### config.mk
export PLATFORM = sky130hd
export DESIGN_NAME = uart_wb_master_flat
export DESIGN_NICKNAME = d
export VERILOG_FILES = /design/src/rtl/wishbone_if.sv /design/src/rtl/uart_wb_master.sv /design/src/flat_wrapper.sv
export SDC_FILE = /design/constraint.sdc
export NUM_CORES = 1
export LEC_CHECK = 0
export BUFFER_PORTS_ARGS = -buffer_cell sky130_fd_sc_hd__buf_2
export CAP_MARGIN = 20
export CORE_ASPECT_RATIO = 1.1
export CORE_MARGIN = 5
export CORE_UTILIZATION = 35
export CTS_CLUSTER_SIZE = 8
export DETAILED_ROUTE_END_ITERATION = 10
export PLACE_DENSITY_LB_ADDON = 0.05
export REMOVE_ABC_BUFFERS = 1
export SYNTH_ARGS = -nofsm -noshare
export SYNTH_HDL_FRONTEND = slang
export SYNTH_SLANG_ARGS = --single-unit
### constraint.sdc
create_clock -name clk -period 1.9 [get_ports clk]
set_input_delay 0 -clock clk [delete_from_list [all_inputs] [get_ports clk]]
set_output_delay 0 -clock clk [all_outputs]
set_load 0.01 [all_outputs]
### src/rtl/wishbone_if.sv
// Wishbone bus bundle shared by the UART master and the peripheral slaves.
// The master drives cycle/strobe/write_enable/address/data_in; the slave returns data_out and ack.
interface wishbone_if;
    logic        cycle;
    logic        strobe;
    logic        write_enable;
    logic [31:0] address;
    logic [31:0] data_in;
    logic [31:0] data_out;
    logic        ack;

    modport master (
        output cycle, strobe, write_enable, address, data_in,
        input  data_out, ack
    );

    modport slave (
        input  cycle, strobe, write_enable, address, data_in,
        output data_out, ack
    );
endinterface

### src/rtl/uart_wb_master.sv
// UART command-frame decoder issuing one Wishbone transaction per frame and returning a status/data response.
// Bus outputs are registered; rx has no backpressure (bytes during EXEC/RESP are dropped with an o_overrun pulse).
// Optional ack timeout with 0xEE response is compiled in by `UART_WB_TIMEOUT_EN`.
module uart_wb_master #(
    parameter int ACK_TIMEOUT = 255
) (
    input  logic        clk,
    input  logic        reset_n,
    wishbone_if.master  wishbone,
    input  logic        i_rx_valid,
    input  logic [7:0]  i_rx_data,
    output logic        o_tx_valid,
    output logic [7:0]  o_tx_data,
    input  logic        i_tx_ready,
    output logic        o_overrun
);
    localparam logic [7:0] CMD_READ  = 8'h01;
    localparam logic [7:0] CMD_WRITE = 8'h02;
    localparam logic [7:0] RSP_OK    = 8'hA5;
    localparam logic [7:0] RSP_TMO   = 8'hEE;
    localparam logic [7:0] RSP_BAD   = 8'hE1;

    typedef enum logic [2:0] {IDLE, ADDR, WDATA, EXEC, RESP} state_t;

    state_t      state;
    state_t      state_nxt;
    logic [1:0]  byte_cnt;
    logic        is_write;
    logic [31:0] addr_q;
    logic [31:0] wdata_q;
    logic [39:0] resp_buf;
    logic [2:0]  resp_left;
    logic        overrun_q;
    logic        bus_act;
    logic        bus_we;
    logic        cmd_ok;
    logic        tx_fire;
    logic        timeout;

    assign cmd_ok  = (i_rx_data == CMD_READ) || (i_rx_data == CMD_WRITE);
    assign tx_fire = (state == RESP) && i_tx_ready;

`ifdef UART_WB_TIMEOUT_EN
    localparam int TW = (ACK_TIMEOUT > 2) ? $clog2(ACK_TIMEOUT) : 1;
    logic [TW-1:0] tmo_cnt;

    // Counter sits at zero outside EXEC, so it restarts on every entry.
    always_ff @(posedge clk or negedge reset_n) begin
        if (!reset_n)
            tmo_cnt <= '0;
        else if (state != EXEC)
            tmo_cnt <= '0;
        else
            tmo_cnt <= tmo_cnt + 1'b1;
    end

    assign timeout = (state == EXEC) && (tmo_cnt == TW'(ACK_TIMEOUT - 1));
`else
    logic [31:0] unused_ack_timeout;
    assign unused_ack_timeout = ACK_TIMEOUT;
    assign timeout = 1'b0;
`endif

    always_ff @(posedge clk or negedge reset_n) begin
        if (!reset_n)
            state <= IDLE;
        else
            state <= state_nxt;
    end

    always_comb begin
        state_nxt = state;
        case (state)
            IDLE:    if (i_rx_valid) state_nxt = cmd_ok ? ADDR : RESP;
            ADDR:    if (i_rx_valid && byte_cnt == 2'd3) state_nxt = is_write ? WDATA : EXEC;
            WDATA:   if (i_rx_valid && byte_cnt == 2'd3) state_nxt = EXEC;
            EXEC:    if (wishbone.ack || timeout) state_nxt = RESP;
            RESP:    if (tx_fire && resp_left == 3'd1) state_nxt = IDLE;
            default: state_nxt = IDLE;
        endcase
    end

    always_comb begin
        wishbone.cycle        = bus_act;
        wishbone.strobe       = bus_act;
        wishbone.write_enable = bus_we;
        wishbone.address      = addr_q;
        wishbone.data_in      = wdata_q;
        o_tx_valid            = (state == RESP);
        o_tx_data             = (state == RESP) ? resp_buf[7:0] : 8'h00;
        o_overrun             = overrun_q;
    end

    always_ff @(posedge clk or negedge reset_n) begin
        if (!reset_n) begin
            byte_cnt  <= 2'd0;
            is_write  <= 1'b0;
            addr_q    <= 32'h0;
            wdata_q   <= 32'h0;
            resp_buf  <= 40'h0;
            resp_left <= 3'd0;
            overrun_q <= 1'b0;
            bus_act   <= 1'b0;
            bus_we    <= 1'b0;
        end else begin
            overrun_q <= i_rx_valid && (state == EXEC || state == RESP);
            // Bus strobes follow the next state so they are flops, not decodes.
            bus_act   <= (state_nxt == EXEC);
            bus_we    <= (state_nxt == EXEC) && is_write;
            case (state)
                IDLE: if (i_rx_valid) begin
                    is_write  <= (i_rx_data == CMD_WRITE);
                    byte_cnt  <= 2'd0;
                    resp_buf  <= {32'h0, RSP_BAD};
                    resp_left <= 3'd1;
                end
                ADDR: if (i_rx_valid) begin
                    addr_q   <= {i_rx_data, addr_q[31:8]};
                    byte_cnt <= byte_cnt + 2'd1;
                end
                WDATA: if (i_rx_valid) begin
                    wdata_q  <= {i_rx_data, wdata_q[31:8]};
                    byte_cnt <= byte_cnt + 2'd1;
                end
                EXEC: if (wishbone.ack) begin
                    resp_buf  <= is_write ? {32'h0, RSP_OK} : {wishbone.data_out, RSP_OK};
                    resp_left <= is_write ? 3'd1 : 3'd5;
                end else if (timeout) begin
                    resp_buf  <= {32'h0, RSP_TMO};
                    resp_left <= 3'd1;
                end
                RESP: if (tx_fire) begin
                    resp_buf  <= {8'h00, resp_buf[39:8]};
                    resp_left <= resp_left - 3'd1;
                end
                default: ;
            endcase
        end
    end
endmodule

### src/flat_wrapper.sv
// flat-port wrapper written by rule: the top's interface ports become plain ports
module uart_wb_master_flat 
#(
    parameter int ACK_TIMEOUT = 255
)
  (clk, reset_n, i_rx_valid, i_rx_data, o_tx_valid, o_tx_data, i_tx_ready, o_overrun, wishbone_cycle, wishbone_strobe, wishbone_write_enable, wishbone_address, wishbone_data_in, wishbone_data_out, wishbone_ack);
  wishbone_if wishbone_i ();
  input  logic clk;
  input  logic reset_n;
  input  logic i_rx_valid;
  input  logic [7:0] i_rx_data;
  output logic o_tx_valid;
  output logic [7:0] o_tx_data;
  input  logic i_tx_ready;
  output logic o_overrun;
  output wire logic [$bits(wishbone_i.cycle)-1:0] wishbone_cycle;
  output wire logic [$bits(wishbone_i.strobe)-1:0] wishbone_strobe;
  output wire logic [$bits(wishbone_i.write_enable)-1:0] wishbone_write_enable;
  output wire logic [$bits(wishbone_i.address)-1:0] wishbone_address;
  output wire logic [$bits(wishbone_i.data_in)-1:0] wishbone_data_in;
  input wire logic [$bits(wishbone_i.data_out)-1:0] wishbone_data_out;
  input wire logic [$bits(wishbone_i.ack)-1:0] wishbone_ack;
  assign wishbone_cycle = wishbone_i.cycle;
  assign wishbone_strobe = wishbone_i.strobe;
  assign wishbone_write_enable = wishbone_i.write_enable;
  assign wishbone_address = wishbone_i.address;
  assign wishbone_data_in = wishbone_i.data_in;
  assign wishbone_i.data_out = wishbone_data_out;
  assign wishbone_i.ack = wishbone_ack;
  uart_wb_master #(.ACK_TIMEOUT(ACK_TIMEOUT)) u_core (.clk(clk), .reset_n(reset_n), .wishbone(wishbone_i), .i_rx_valid(i_rx_valid), .i_rx_data(i_rx_data), .o_tx_valid(o_tx_valid), .o_tx_data(o_tx_data), .i_tx_ready(i_tx_ready), .o_overrun(o_overrun));
endmodule
# --- Word level (Yosys, flattened, before mapping) ---
# Index checks and enable logic that the tools add are counted.
word_totals:
  regBits: 116
  input_bits: 45
  output_inout_bits: 77
classes:
  addsub: 2
  eq_ne: 13
  n_mux: 22
  n_reduce_logical: 16
op_table:
  columns: ["operator", "count"]
  rows:
  - ["$mux W40", 4]
  - ["$pmux W40 S3", 1]
  - ["$mux W3", 10]
  - ["$pmux W3 S5", 1]
  - ["$eq A3 B2 Y1 const B", 3]
  - ["$pmux W3 S3", 1]
  - ["$eq A8 B1 Y1 const B", 1]
  - ["$eq A8 B2 Y1 const B", 1]
  - ["$mux W8", 1]
  - ["$eq A3 B1 Y1 const B", 2]
  - ["$reduce_and A2 Y1", 3]
  - ["$logic_and A1 B1 Y1", 5]
  - ["$mux W2", 2]
  - ["$ne A2 B1 Y1 const B", 2]
  - ["$ne A2 B2 Y1 const B", 2]
  - ["$pmux W2 S2", 1]
  - ["$reduce_and A4 Y1", 1]
  - ["$eq A3 B3 Y1 const B", 1]
  - ["$logic_not A3 Y1", 1]
  - ["$reduce_and A3 Y1", 1]
  - ["$reduce_bool A3 Y1", 1]
  - ["$sub A3 B1 Y3 const B", 1]
  - ["$add A2 B1 Y2 const B", 1]
  - ["$eq A2 B2 Y1 const B", 1]
  - ["4 further kinds", 5]

# --- Logic depth before layout (Yosys ltp) ---
# Gate-level depths: netlist of the first run.
logic_depth:
  depth_word: 7
  mapped_depth: 6
  ltp_nobuf: 4

# --- Least setup slack after synthesis of the first run ---
# No wires, ideal clock.
synth_path:
  kind: "flip-flop to flip-flop"
  start: "register u_core.state[0]"
  end: "register u_core.addr_q[10], in the netlist u_core.wishbone.address[10]"
  t_arrival_ns: 1.368
  slack_ns: 0.407
  path_stages_with_launch: 6
  path_buffers: 2
  cell_sequence: "dfrtp_1 -> buf_4 -> and2b_1 -> nand2_1 -> buf_4 -> mux2_2"
synth_via:
  elab_chain_cells: 2
synth_lines:
  columns: ["item", "line", "rtl"]
  rows:
  - ["from (decl)", "uart_wb_master.sv:25", "state_t state;"]
  - ["from (signal assigned)", "uart_wb_master.sv:68", "state <= state_nxt;"]
  - ["$eq A3 B1 Y1", "uart_wb_master.sv:110", "case (state)"]
  - ["$reduce_and A2 Y1 (no source line)", null, null]
  - ["to (signal assigned)", "uart_wb_master.sv:118", "addr_q <= {i_rx_data, addr_q[31:8]};"]
  - ["to (decl)", "uart_wb_master.sv:29", "logic [31:0] addr_q;"]
# No other way between the ends.
# A chain may end at the register's enable or synchronous reset.

# --- Worst setup path after layout of the first run ---
layout_path:
  start: "register u_core.state[0]"
  end: "output port o_tx_data[7]"
layout_via:
  elab_chain_cells: 2
layout_lines:
  columns: ["item", "line", "rtl"]
  rows:
  - ["$eq A3 B3 Y1", "uart_wb_master.sv:90", "o_tx_data = (state == RESP) ? resp_buf[7:0] : 8'h00;"]
  - ["$mux W8", "uart_wb_master.sv:90", null]
  - ["to (decl)", "flat_wrapper.sv:13", "output logic [7:0] o_tx_data;"]
# No other way between the ends.

==> results of run 1 <==
## state kept, by name, summed over array words and instances, names as in the netlist
register,flops
u_core.byte_cnt,2
u_core.resp_buf,40
u_core.wishbone.cycle,1
u_core.state,3
u_core.is_write,1
u_core.wishbone.write_enable,1
u_core.o_overrun,1
u_core.wishbone.address,32
u_core.resp_left,3
u_core.wishbone.data_in,32
## where the power goes
part / internal, mW / total, mW / switching, mW / leakage, nW
sequential: 2.58 / 2.65 / 0.0704 / 1.59
clock: 2.50 / 3.57 / 1.06 / 0.324
combinational: 0.517 / 1.14 / 0.623 / 1.58
## cell type report
type | count | area [sq um] | area share
flip-flops and latches | 116 | 2900 | 0.416
well taps | 188 | 235 | 0.0337
multi-input cells | 204 | 1830 | 0.263
repair buffers | 186 | 1280 | 0.184
inverters | 14 | 52.6 | 0.00753
clock buffers | 25 | 505 | 0.0724
clock inverters | 7 | 166 | 0.0238
## timing repair
| item | CTS | global route |
|---|---|---|
| setup endpoints to repair | 0 | 1 |
| setup buffers | 0 | 2 |
| hold buffers | 44 | 0 |
| hold endpoints to repair | 169 | 0 |
## through the flow
| stage | area (sq um) | total power, mW | util |
|---|---|---|---|
| final | 6980 | 7.35 | 0.504 |
| after global routing | 6980 | 7.69 | 0.504 |
| after CTS | 6960 | 7.44 | 0.503 |
| after detailed placement | 5850 | 3.75 | 0.422 |
| after global placement | 5850 | 3.74 | 0.422 |
| after floorplan | 4780 | 3.21 | - |
## worst max path at each step
stage	to	startpoint	slack [ns]	cells past startpoint
5_1_grt	o_tx_data[7]	u_core.state[0]$_DFF_PN0_	0.04	4
6_report	o_tx_data[7]	u_core.state[0]$_DFF_PN0_	0.14	4
4_1_cts	o_tx_data[7]	u_core.state[1]$_DFF_PN0_	0.03	5
3_3_place_gp	u_core.resp_buf[38]$_DFFE_PN0P_	u_core.state[2]$_DFF_PN0_	0.23	3
2_1_floorplan	u_core.resp_buf[6]$_DFFE_PN0P_	u_core.state[0]$_DFF_PN0_	-0.38	3
3_5_place_dp	u_core.resp_buf[3]$_DFFE_PN0P_	u_core.state[0]$_DFF_PN0_	0.18	5
## per-layer routing
| layer | vias to the layer above | global-route usage | routed length (microns) |
|---|---|---|---|
| met3 | 13 | 0.0436 | 623 |
| li1 | 1686 | - | - |
| met2 | 96 | 0.230 | 5400 |
| met1 | 1752 | 0.185 | 5190 |
| met4 | 0 | 0.0609 | 159 |
| met5 | - | 0 | 0 |
## synth_stat cells, types with 2 or more instances
cell type    n
dfrtp_1    116
and4b_1      3
a21oi_1      4
buf_6        2
nand2b_1     2
clkbuf_1     2
nor2_1       2
o2bb2ai_1   25
buf_2        7
ha_1         3
mux2_2      63
nor4bb_1     2
o211ai_1     3
and2_1       9
nor2b_1      2
a22oi_1     24
a211oi_1     2
mux2i_1     10
nand2_1     12
buf_4       14
inv_1       14
a22o_1       3
nand3_1      4
o22a_1       4
nand4_1      2
## cell families (layout without fill, tap and decap cells)
| kind of cell | Yosys count | after routing | synth area share |
|---|---|---|---|
| flops | 116 | 116 | 0.586 |
| compound gates | 77 | 77 | 0.124 |
| mux | 74 | 74 | 0.166 |
| simple gates | 49 | 49 | 0.0692 |
| buf+inv | 40 | 232 | 0.0459 |
| fa+ha+maj | 3 | 3 | 0.00757 |
| xor+xnor | 1 | 1 | 0.00177 |
## worst min-delay path: cells and delay by family
family | cells | cell delay, ns
buf+inv | 3 | 1.09
==> metrics, run 1 <==
vias in the first global route=3711; WP buf/inv=2; initial antenna violation count=0; Tmin final=1.76 ns; Post-Syn Area=4960 sq um; max-slew violation count=0; Avg Vias per Cell=4.79; worst min path class=in2async; largest area contributor in the netlist=dfrtp_1; 1st-pass router iterations=4; reg2reg start=u_core.state[0]$_DFF_PN0_; f_max=0.569 GHz; htree depth=4; FF-to-FF setup slack=0.19 ns; TNS Setup=0 ns; Critical Path AT=1.76 ns; initial DRC count=227; relative slew slack=0.422; Initial Util=0.358; Critical Path Start Type=register; die height=135 microns; Final Hold Viols=0; Yosys top cell area share=0.586; PortBufs=121; WL/cell=15.4 microns; Max rail drop VDD=0.000463 V; ant diodes=0; CP delay by family, top=flip-flops; Global Route Usage Sum=0.145; first-pass GRT wire length=18.9 mm; crit path max fanout=35; cts bufs inserted=17; CP Class=reg2out; commonest non-fill, non-tap cell in the layout=buf_2; sequential-to-total area share from yosys stat=0.586; Post-synth EDFFs=0; gr ovfl total=0; Hold WS=0.221 ns; Detailed Place HPWL=7.43 mm; top cells by area, synth=dfrtp_1, mux2_2, o2bb2ai_1, a22oi_1, buf_4; Maximum Capacitance Violations=0; clk buf depth=2; Non-Filler Instances=740; FP Rows=45; Die ar.=16600 sq um; synthesized instance count=360; Top FF cell, synth=dfrtp_1; crit-path cells=nor3b_4 -> buf_12 -> and2_1 -> buf_2; Worst Path Required=1.90 ns; PostCTS Resize Cnt=0; synth warn=0; CTS tree=done; Synth Register Bits=116; CTS root buf=clkbuf_16; DRC=0; die width=123 microns; via count=3547; slowest cell on the critical path=dfrtp_1; PwrDens=1050 nW/um^2; Core Footprint=13900 sq um; CTS Sinks=116; CP max stage delay=0.49 ns; Synth cell types=51; Avg Cell Area, Syn=13.8 sq um; IO Count=122; DP Worst Slack=0.180 ns; most frequent cells in the layout=buf_2, dfrtp_1, mux2_2; worst-case reg-to-reg path depth=5; share of cells above drive strength 1=0.437; Post-DRT Antenna Nets=0; endpoint type of the worst setup path=output pin; worst slew pin tran=0.867 ns; DRT Wirelength=11.4 mm; Lkg Pwr=3.50 nW; fin crit share=0.925; GPL Wtd Cong=0.703; largest net degree at the start of global routing=117; Final nets=587; outcome=finished clean; Filler Cells Inserted=1290; dpl cells=662; Worst-path clk slew=0.05 ns; area grow syn2layout=40.8%; Worst-Skew Late Latency=0.41 ns; # setup viols final=0; crit path setup slack, layout=0.142 ns; Clock Skew=0.00882 ns; RR Endpoint=u_core.resp_buf[3]$_DFFE_PN0P_; FFs w/ async S/R, synth=1.00; RSZ-0062 raised after global routing=false
(Power assumes the default switching activity.)
==> run 2, diff against run 1 <==
- clock period: 1.9 -> 1.6 ns (I/O delays scaled with it)
==> run 2 against run 1 <==
Compared with the run above: the flow now finishes with violations (negative setup slack); clock skew is 0.0011 ns lower; design area increased by 4.7%; utilization grew 2.4 points; hold slack lost 0.20 ns; sequential power up 19%; clock power shrank 4%; final cell count increased by 3.5%; combinational power is 59% higher; non-clock buffer count increased by 26; largest cell class unchanged; largest power group unchanged; highest routed layer unchanged.
==> metrics, run 2 (synthesis results as in run 1) <==
outcome=finished, violations left; violated checks=negative setup slack; gr ovfl total=0 (unchanged); Post-DRT Antenna Nets=0 (unchanged); initial antenna violation count=0 (unchanged); worst slew pin tran=0.415 ns (-0.452 ns); combinational share of power=0.216 (+0.061); crit path max fanout=14 (-60%); PortBufs=121 (unchanged); area grow syn2layout=47.4%; Filler Cells Inserted=1250 (-3.1%); 1st-pass router iterations=4 (unchanged); Top reg by flops=u_core.resp_buf; die height=135 microns (unchanged); Sw Pwr=2.21 mW (+26%); Tmin final=1.70 ns; commonest non-fill, non-tap cell in the layout=dfrtp_1; ant diodes=0 (unchanged); Final Hold Viols=0 (unchanged); RSZ-0062 raised after global routing=true; Clock Skew=0.00775 ns (-0.00106 ns); CTS tree=done; die width=123 microns (unchanged); f_max=0.590 GHz; DRT Wirelength=12.0 mm (+5.7%); clock power share=0.408 (-0.077); GPL Wtd Cong=0.704 (+0.11%); Global Route Usage Sum=0.146 (about the same); # setup viols final=37 (+37); CTS Sinks=116 (unchanged); Worst-Skew Late Latency=0.40 ns (about the same); share of cells above drive strength 1=0.495 (+0.0582); Sequential Power Share=0.376 (+0.016); IO Count=122 (unchanged); CP Depth=6 (+2); FP Rows=45 (unchanged); WL/cell=15.7 microns (+2.1%); Hold Path Depth=3; WP buf/inv=4 (+2); CP delay by family, top=buffers and inverters; Detailed Place HPWL=7.70 mm (+3.7%); slowest cell on the critical path=dfrtp_1; crit path setup slack, layout=-0.0958 ns (-0.238 ns); max-slew violation count=0 (unchanged); most frequent cells in the layout=dfrtp_1, buf_2, mux2_2; first-pass GRT wire length=18.9 mm (about the same); CP Class=reg2reg; worst-case reg-to-reg path depth=6 (+1); CP max stage delay=0.41 ns (-0.08 ns); PwrDens=1150 nW/um^2 (+9.1%); Max rail drop VDD=0.000556 V (+20%); Core Footprint=13900 sq um (unchanged); TNS Setup=-2.87 ns (-2.87 ns); Die ar.=16600 sq um (unchanged); htree depth=4 (unchanged); Pint=6.19 mW (+11%); cts bufs inserted=17 (unchanged); Lkg Pwr=3.64 nW (+4.2%); Final nets=613 (+4.4%); Largest register FFs=40 (unchanged); largest net degree at the start of global routing=34 (-71%); Worst-path clk slew=0.05 ns (about the same); Avg Vias per Cell=4.81 (+0.34%); relative slew slack=0.723 (+0.301); endpoint type of the worst setup path=register; worst min path class=in2reg; Final Cell Area=7300 sq um (+4.7%); Worst Path Required=1.88 ns (-0.02 ns); vias in the first global route=3789 (+2.1%); crit-path cells=buf_12 -> buf_4 -> nor3_4 -> buf_12 -> clkbuf_16 -> mux2_2; Critical Path Start Type=register; clk buf depth=2 (unchanged); DRC=0 (unchanged); CP dominant cell by count=buf_12; placed cell areas=5970 sq um (+2.0%); via count=3684 (+3.9%); Maximum Capacitance Violations=0 (unchanged); Switching Share=0.263 (+0.0242); initial DRC count=158 (-30%); Critical Path AT=1.98 ns (+0.22 ns); fin crit share=1.06; CTS root buf=clkbuf_16; Initial Util=0.358 (unchanged)
run 2: cell types whose count changed in the layout (fill, tap and decap cells not counted), sizes merged:
cell	before	now
buf	142	167
clkinvlp	1	2
clkbuf	25	24
dlygate4sd3	44	43
clkinv	1	7
bufinv	5	1
run 2: tightest hold or removal path, cell delays in order:
cell	delay [ns]
buf_2	0.15
nand3_1	0.10
a221o_1	0.13
run 2: timing repair:
item                       in CTS  in global routing
resized for setup              22                 12
pin swaps                      10                  3
hold endpoints to repair      167                  0
hold buffers                   43                  0
setup endpoints to repair       9                 79
gates cloned                    0                  3
buffers inserted               15                  4
run 2: area by class of cell:
class / instances / area (sq um) / area share
sequential: 116 / 2900 / 0.398
multi-input combinational: 204 / 1910 / 0.262
timing repair buffer: 212 / 1660 / 0.228
clock buffer: 22 / 454 / 0.0622
tap: 188 / 235 / 0.0322
clock inverter: 10 / 83.8 / 0.0115
inverter: 14 / 52.6 / 0.00719
run 2: final timing paths:
kind | start | end | slack, ns
worst max-delay path | u_core.state[0]$_DFF_PN0_ | u_core.wishbone.data_in[10]$_DFFE_PN0P_ | -0.1
worst min register to register | u_core.wishbone.data_in[3]$_DFFE_PN0P_ | u_core.wishbone.data_in[3]$_DFFE_PN0P_ | 0.48
min in group asynchronous | reset_n | u_core.wishbone.address[2]$_DFFE_PN0P_ | 0.07
max in group asynchronous | reset_n | u_core.resp_buf[31]$_DFFE_PN0P_ | 0.92
worst max register to register | u_core.state[0]$_DFF_PN0_ | u_core.wishbone.data_in[10]$_DFFE_PN0P_ | -0.1
worst min-delay path | i_tx_ready | u_core.state[2]$_DFF_PN0_ | 0.02
run 2: power groups by stage:
stage               sequential, mW  clock, mW  combinational [mW]
global route                  3.18       3.65                1.99
global placement              3.20          0                1.34
finish                        3.16       3.43                1.81
detailed placement            3.20          0                1.33
CTS                           3.16       3.54                1.81
floorplan                     3.21          0               0.602
run 2: metrics by stage:
stage | hold WS, ns | util | power [mW] | worst slack [ns] | instances
after global routing | 0.0116 | 0.527 | 8.83 | -0.173 | 766
after floorplan | -0.296 | - | 3.81 | -0.683 | 334
after CTS | 0.00117 | 0.516 | 8.50 | -0.123 | 759
after detailed placement | -0.0392 | 0.431 | 4.53 | 0.0296 | 669
final | 0.0175 | 0.527 | 8.40 | -0.0958 | 766
after global placement | -0.0409 | 0.431 | 4.53 | 0.0578 | 669
run 2: per-layer routing:
metal | vias up | part of all wire | track usage
li1 | 1745 | - | -
met1 | 1830 | 0.44 | 0.183
met2 | 97 | 0.49 | 0.237
met3 | 12 | 0.060 | 0.0423
met4 | 0 | 0.013 | 0.0554
met5 | - | 0 | 0
